`src/rtl/spi_reg_bridge.sv`:
```
// ============================================================================
//  Module   : spi_reg_bridge
//  Purpose  : SPI mode-0 slave turning one command/data frame into one
//             single-cycle register read or write strobe.
//  Revision : 1.0
// ============================================================================
`default_nettype none

module spi_reg_bridge #(
    parameter int SYNC_STAGES = 2
) (
    input  logic       clk,
    input  logic       rst_n,
    input  logic       sclk,
    input  logic       cs_n,
    input  logic       mosi,
    output logic       miso,
    output logic       read,
    output logic       write,
    output logic [5:0] addr,
    output logic [7:0] data_write,
    input  logic [7:0] data_read
);

    localparam logic [2:0] ST_IDLE   = 3'd0;
    localparam logic [2:0] ST_CMD    = 3'd1;
    localparam logic [2:0] ST_RD_REQ = 3'd2;
    localparam logic [2:0] ST_RD_CAP = 3'd3;
    localparam logic [2:0] ST_RDATA  = 3'd4;
    localparam logic [2:0] ST_WDATA  = 3'd5;
    localparam logic [2:0] ST_WR     = 3'd6;
    localparam logic [2:0] ST_DONE   = 3'd7;

    logic [SYNC_STAGES:0]   sclk_pipe_q, sclk_pipe_d;
    logic [SYNC_STAGES-1:0] cs_pipe_q, cs_pipe_d;
    logic [SYNC_STAGES-1:0] mosi_pipe_q, mosi_pipe_d;
    logic [SYNC_STAGES:0]   init_q, init_d;
    logic                   armed_q, armed_d;
    logic [2:0]             state_q, state_d;
    logic [2:0]             bit_cnt_q, bit_cnt_d;
    logic [6:0]             shift_q, shift_d;
    logic [7:0]             tx_q, tx_d;
    logic [5:0]             addr_q, addr_d;
    logic [7:0]             data_write_q, data_write_d;
    logic                   read_q, read_d;
    logic                   write_q, write_d;

    logic sclk_s, cs_s, mosi_s, sclk_rise, sclk_fall;

    assign sclk_s    = sclk_pipe_q[SYNC_STAGES-1];
    assign cs_s      = cs_pipe_q[SYNC_STAGES-1];
    assign mosi_s    = mosi_pipe_q[SYNC_STAGES-1];
    assign sclk_rise = sclk_s & ~sclk_pipe_q[SYNC_STAGES];
    assign sclk_fall = ~sclk_s & sclk_pipe_q[SYNC_STAGES];

    always_comb begin
        sclk_pipe_d = {sclk_pipe_q[SYNC_STAGES-1:0], sclk};
        cs_pipe_d   = {cs_pipe_q[SYNC_STAGES-2:0], cs_n};
        mosi_pipe_d = {mosi_pipe_q[SYNC_STAGES-2:0], mosi};
        init_d      = {init_q[SYNC_STAGES-1:0], 1'b1};
    end

    always_comb begin
        state_d      = state_q;
        bit_cnt_d    = bit_cnt_q;
        shift_d      = shift_q;
        tx_d         = tx_q;
        addr_d       = addr_q;
        data_write_d = data_write_q;
        read_d       = 1'b0;
        write_d      = 1'b0;
        // Only arm once the synchronisers hold real samples of a high cs_n,
        // so a frame already running at reset release is never joined.
        armed_d      = armed_q | (init_q[SYNC_STAGES] & cs_s);

        if (cs_s) begin
            state_d = ST_IDLE;
        end else begin
            case (state_q)
                ST_IDLE: begin
                    if (armed_q) begin
                        state_d   = ST_CMD;
                        bit_cnt_d = 3'd0;
                        shift_d   = 7'd0;
                        armed_d   = 1'b0;
                    end
                end
                ST_CMD: begin
                    if (sclk_rise) begin
                        bit_cnt_d = bit_cnt_q + 3'd1;
                        shift_d   = {shift_q[5:0], mosi_s};
                        if (bit_cnt_q == 3'd7) begin
                            addr_d = {shift_q[4:0], mosi_s};
                            if (shift_q[6]) begin
                                state_d = ST_WDATA;
                            end else begin
                                state_d = ST_RD_REQ;
                                read_d  = 1'b1;
                            end
                        end
                    end
                end
                ST_RD_REQ: state_d = ST_RD_CAP;
                ST_RD_CAP: begin
                    tx_d    = data_read;
                    state_d = ST_RDATA;
                end
                ST_RDATA: begin
                    if (sclk_rise) begin
                        bit_cnt_d = bit_cnt_q + 3'd1;
                        if (bit_cnt_q == 3'd7) state_d = ST_DONE;
                    end else if (sclk_fall && bit_cnt_q != 3'd0) begin
                        tx_d = {tx_q[6:0], 1'b0};
                    end
                end
                ST_WDATA: begin
                    if (sclk_rise) begin
                        bit_cnt_d = bit_cnt_q + 3'd1;
                        shift_d   = {shift_q[5:0], mosi_s};
                        if (bit_cnt_q == 3'd7) begin
                            data_write_d = {shift_q, mosi_s};
                            write_d      = 1'b1;
                            state_d      = ST_WR;
                        end
                    end
                end
                ST_WR:   state_d = ST_DONE;
                default: state_d = ST_DONE;
            endcase
        end
    end

    always_ff @(posedge clk or negedge rst_n) begin
        if (!rst_n) begin
            sclk_pipe_q  <= '0;
            cs_pipe_q    <= '1;
            mosi_pipe_q  <= '0;
            init_q       <= '0;
            armed_q      <= 1'b0;
            state_q      <= ST_IDLE;
            bit_cnt_q    <= 3'd0;
            shift_q      <= 7'd0;
            tx_q         <= 8'd0;
            addr_q       <= 6'd0;
            data_write_q <= 8'd0;
            read_q       <= 1'b0;
            write_q      <= 1'b0;
        end else begin
            sclk_pipe_q  <= sclk_pipe_d;
            cs_pipe_q    <= cs_pipe_d;
            mosi_pipe_q  <= mosi_pipe_d;
            init_q       <= init_d;
            armed_q      <= armed_d;
            state_q      <= state_d;
            bit_cnt_q    <= bit_cnt_d;
            shift_q      <= shift_d;
            tx_q         <= tx_d;
            addr_q       <= addr_d;
            data_write_q <= data_write_d;
            read_q       <= read_d;
            write_q      <= write_d;
        end
    end

    assign miso       = (state_q == ST_RDATA) & ~cs_s & tx_q[7];
    assign read       = read_q;
    assign write      = write_q;
    assign addr       = addr_q;
    assign data_write = data_write_q;

endmodule

`default_nettype wire

```
`config.mk`:
```
export PLATFORM = sky130hd
export DESIGN_NAME = spi_reg_bridge
export DESIGN_NICKNAME = d
export VERILOG_FILES = /design/src/rtl/spi_reg_bridge.sv
export SDC_FILE = /design/constraint.sdc
export NUM_CORES = 1
export LEC_CHECK = 0
export CORE_ASPECT_RATIO = 0.9
export CORE_MARGIN = 2
export CORE_UTILIZATION = 45
export CTS_CLUSTER_SIZE = 40
export DETAILED_ROUTE_END_ITERATION = 7
export GPL_TIMING_DRIVEN = 1
export PLACE_DENSITY_LB_ADDON = 0.05
export SYNTH_ARGS = -nofsm -noshare
export SYNTH_HDL_FRONTEND = slang
export SYNTH_SLANG_ARGS = --single-unit
```
`constraint.sdc`:
```
create_clock -name clk -period 4.77 [get_ports clk]
set_input_delay 1.431 -clock clk [delete_from_list [all_inputs] [get_ports clk]]
set_output_delay 1.431 -clock clk [all_outputs]
set_load 0.03 [all_outputs]
```
==> Word level (Yosys, flattened, before mapping) <==
Index checks and enable logic that the tools add are counted.
{ "classes": {"addsub": 1, "eq_ne": 18, "mux": 31, "bitwise_logic": 9, "n_reduce_logical": 14} }
{ "ops": {"columns": ["op", "count"], "rows": [
  ["$mux W3", 11],
  ["$ne A3 B3 Y1 const B", 7],
  ["$reduce_and A4 Y1", 5],
  ["$pmux W3 S6", 1],
  ["$mux W8", 2],
  ["$pmux W8 S2", 1],
  ["$mux W7", 2],
  ["$pmux W7 S2", 1],
  ["$mux W1", 12],
  ["$eq A3 B3 Y1 const B", 3],
  ["$reduce_and A7 Y1", 1],
  ["$eq A3 B2 Y1 const B", 2],
  ["$ne A2 B2 Y1 const B", 3],
  ["$pmux W3 S2", 1],
  ["$reduce_bool A2 Y1", 3],
  ["$and A1 B1 Y1", 5],
  ["$ne A2 B1 Y1 const B", 2],
  ["$add A3 B1 Y3 const B", 1],
  ["$eq A3 B1 Y1 const B", 1],
  ["$logic_not A3 Y1", 1],
  ["$not A1 Y1", 3],
  ["$reduce_bool A3 Y1", 1],
  ["$reduce_or A3 Y1", 1],
  ["$reduce_or A2 Y1", 1],
  ["other kinds (2)", 2]
]} }
{ "word_totals": {"reg_bits": 48, "in_bits": 13, "output_inout_bits": 17, "wordCells": 86} }

==> Depth between registers and ports, before layout <==
{ "logic_depth": {"ltp_word": 6, "ltp_mapped": 7} }

==> Worst setup path before layout <==
Ideal clock, no wire load.
{ "synth_timing": {"kind": "flip-flop to output port", "from": "reg state_q[1]", "to": "out miso", "t_arrival_ns": 1.235, "required_ns": 3.339, "path_slack_ns": 2.104, "path_stages_with_launch": 5, "path_buffers": 2, "path_cell_list": "dfrtp_1 > buf_4 > nor3b_2 > buf_6 > and3b_1"} }
{ "synth_between": {"elab_chain_len": 3} }
{ "synth_lines": {"columns": ["item", "line", "rtl"], "rows": [
  ["start, declared", "39", "logic [2:0] state_q, state_d;"],
  ["start signal, assigned", "154", "state_q <= state_d;"],
  ["$eq A3 B3 Y1", "165", "assign miso = (state_q == ST_RDATA) & ~cs_s & tx_q[7];"],
  ["$and A1 B1 Y1 (2 in a row)", "165", null],
  ["end, declared", "17", "output logic miso,"]
]} }
No other way between the ends.

==> Worst setup path after layout <==
{ "layout_timing": {"from": "reg state_q[2]", "to": "out miso"} }
The elaborated chain is that of the path after synthesis.

==> flow_metrics.py <==
metrics = {
    "critical_path": {
        "reg2reg_depth": 5,
        "r2r_end": "tx_q[2]",
        "rrSetupSlack_ns": 2.88,
        "rr_startpoint": "state_q[2]",
        "cp-end-kind": "output pin",
        "critPathMaxFanout": 11,
        "worstPathArrival_ns": 2.14,
        "crit_type": "reg -> out",
        "critPathRequiredTime_ns": 3.34,
        "cp-start-kind": "flop",
    },
    "synthesis": {
        "synthArstFlopShare_pct": 100,
        "synth_xor_area_share_pct": 0,
        "syn_nets": 175,
        "synthMuxAreaShare_pct": 17.2,
        "synth-compound-area-share_pct": 8.01,
        "synthSimpleGateAreaFrac_pct": 11.5,
        "dominantRegCellSynth": "dfrtp_1",
        "ys_seq_area_share_pct": 57.5,
        "yosysWarnings": 0,
        "syn_avg_cell_area_um2": 13.2,
        "yosysTopAreaCell": "dfrtp_1",
        "ys_types": 38,
        "synth_top_family_by_area": "multiplexers",
        "yosysTopAreaCellShare_pct": 55.0,
        "yosys-top-cells-area": "dfrtp_1 (55%), mux2_2 (12%), mux2_4 (4.3%)",
        "netlist_area_um2": 2090,
        "synth-edff-count": 0,
        "syn_inst": 159,
        "synthAdderAreaFrac_pct": 1.79,
        "ys_ff_latch": 48,
    },
    "grt": {
        "antenna_found_initial": 0,
        "grt_pass1_vias": 1246,
        "grt_util_all_layers_pct": 15.5,
        "grt_overflow": 0,
        "grt_max_degree": 49,
        "grt_pass1_wl_mm": 5.93,
    },
    "flow_run": {
        "cap_violations": 0,
    },
    "finish": {
        "antenna_cells": 0,
        "num-nets-final": 204,
        "layout-drive-gt1-share_pct": 26.1,
        "final_util_pct": 55.8,
        "syn2layout_area_growth_pct": 18.9,
        "final.fill_count": 391,
        "final_common_cell": "dfrtp_1",
        "mostFrequentLayoutCells": "dfrtp_1 (46), clkdlybuf4s50_1 (28), mux2_2 (23)",
    },
    "floorplanning": {
        "ios": 30,
        "fp.dieArea_um2": 5210,
        "die_w_um": 75.9,
        "die_height_um": 68.7,
        "start_util_pct": 46.9,
        "num_rows": 23,
        "core-area_um2": 4460,
    },
    "sta": {
        "finalSetupTns_ns": 0,
        "rsz0062_at_grt": "no",
        "hold_viol": 0,
        "finClkSkew_ns": 0.00468,
        "slew_headroom_pct": 32.0,
        "whs_ns": 0.354,
        "slew_violations": 0,
        "max_freq_mhz": 280,
        "tightestPinTransition_ns": 1.02,
        "layout_min_cycle_time_ns": 3.57,
        "fin_crit_sh_pct": 74.9,
        "setup_violations": 0,
    },
    "drt": {
        "viasPerCell": 4.88,
        "wl_mm": 3.37,
        "drc": 0,
        "drt_iter0_markers": 61,
        "antenna_left": 0,
        "dr.pass1.iters": 4,
        "routedWlPerCell_um": 13.5,
        "num_vias": 1220,
    },
    "power_and_ir_drop": {
        "power_frac_comb_pct": 18.4,
        "power_switching_uw": 260,
        "cellPowerDensity_nw_per_um2": 371,
        "p_int_uw": 662,
        "ir_worst_vdd_uv": 226,
        "p_sw_share_pct": 28.2,
        "p_leak_nw": 1.10,
        "clockPowerShare_pct": 26.2,
        "p_seq_share_pct": 55.4,
    },
    "outcome": {
        "status": "finished clean",
    },
    "clock_network": {
        "cts_tree": "built",
        "ctsResizeCount": 0,
        "htree_num_levels": 2,
        "cts_setup_buffers": 0,
        "cts_buffers": 5,
        "root_buffer": "clkbuf_8",
        "tritoncts_num_sinks": 48,
        "cts.clk_slew.worst_paths_ns": 0.08,
        "hold_buffers": 0,
        "worstSkewPairLatency_ns": 0.29,
        "clockBufferDepth": 2,
    },
    "placed_design": {
        "place.gp.congestion": 0.910,
        "portBuffers": 29,
        "hpwlAfterDp_mm": 2.33,
    },
    "hold_path": {
        "hold_path_depth": 0,
        "min_path_type": "reg -> reg",
        "hold_start": "sclk_pipe_q[0]",
        "whs_endpoint": "sclk_pipe_q[1]",
    },
}
==> logic make-up (layout without fill, tap and decap cells) <==
kind of cell | count (synthesis) | count (layout)
DFF | 48 | 48
and+or+nand+nor | 41 | 41
muxes | 30 | 30
AOI/OAI and AO/OA | 24 | 24
buffers and inverters | 12 | 41
adders and majority gates | 3 | 3
other | 1 | 1
==> flip-flops by register name, summed over array words and instances, names as in the netlist <==
signal	cells
write	1
init_q	3
sclk_pipe_q	3
armed_q	1
data_write	8
state_q	3
shift_q	7
mosi_pipe_q	2
bit_cnt_q	3
tx_q	8
addr	6
cs_pipe_q	2
read	1
==> power by group through the flow <==
stage / Clock [mW] / Sequential [mW] / Combinational (mW)
6_report: 0.242 / 0.511 / 0.170
5_1_grt: 0.270 / 0.521 / 0.192
4_1_cts: 0.252 / 0.511 / 0.172
3_5_place_dp: 0 / 0.519 / 0.171
3_3_place_gp: 0 / 0.514 / 0.164
2_1_floorplan: 0 / 0.494 / 0.162
==> stage by stage <==
| stage | worst slack (ns) | power [mW] | std cells | instance area [um2] |
|---|---|---|---|---|
| finish | 1.20 | 0.922 | 250 | 2490 |
| global route | 1.04 | 0.984 | 250 | 2490 |
| CTS | 1.19 | 0.936 | 250 | 2490 |
| detailed placement | 1.54 | 0.690 | 243 | 2400 |
| global placement | 1.55 | 0.678 | 243 | 2400 |
| floorplan | 2.10 | 0.657 | 159 | 2090 |
==> routing by layer <==
metal / vias to the layer above / global-route usage, % / wire (um)
li1: 600 / - / -
met1: 592 / 20.9 / 1700
met2: 24 / 24.2 / 1520
met3: 4 / 3.92 / 113
met4: 0 / 5.26 / 36
met5: - / 0 / 0
==> layout make-up <==
cell class | instances | area, um2 | area share [%]
clock buffer | 6 | 82.6 | 3.32
clock inverter | 1 | 8.76 | 0.352
inverter | 4 | 15.0 | 0.603
multi-input combinational | 99 | 808 | 32.5
sequential | 48 | 1200 | 48.4
tap | 62 | 77.6 | 3.12
timing repair buffer | 30 | 293 | 11.8
==> worst max path at each step <==
| stage | slack (ns) | to | from | cells past startpoint |
|---|---|---|---|---|
| floorplan | 2.10 | miso | state_q[1] | 4 |
| global placement | 1.55 | miso | state_q[2] | 4 |
| detailed placement | 1.54 | miso | state_q[2] | 4 |
| CTS | 1.19 | miso | state_q[2] | 4 |
| global route | 1.04 | miso | state_q[2] | 4 |
| finish | 1.20 | miso | state_q[2] | 4 |
==> cell usage after synthesis, types with 2 or more instances <==
cell type   n
nor2_1      7
a21oi_1     3
inv_1       4
ha_1        3
nand2_1    17
nor3b_1     2
a211oi_1    2
dfrtp_1    46
nor2b_4     2
and3b_1     2
buf_2       2
dfstp_2     2
a22o_1      2
mux2_2     23
buf_6       4
o21ai_0     9
nor2b_1     3
mux2_4      6
==> critical path, stage by stage (launching register included) <==
cell and delay, ns:
dfrtp_1 0.57, nor3b_2 0.23, buf_4 0.20, and3b_1 0.18, clkdlybuf4s50_1 0.67
No activity file was read; power rests on OpenSTA's default activity.
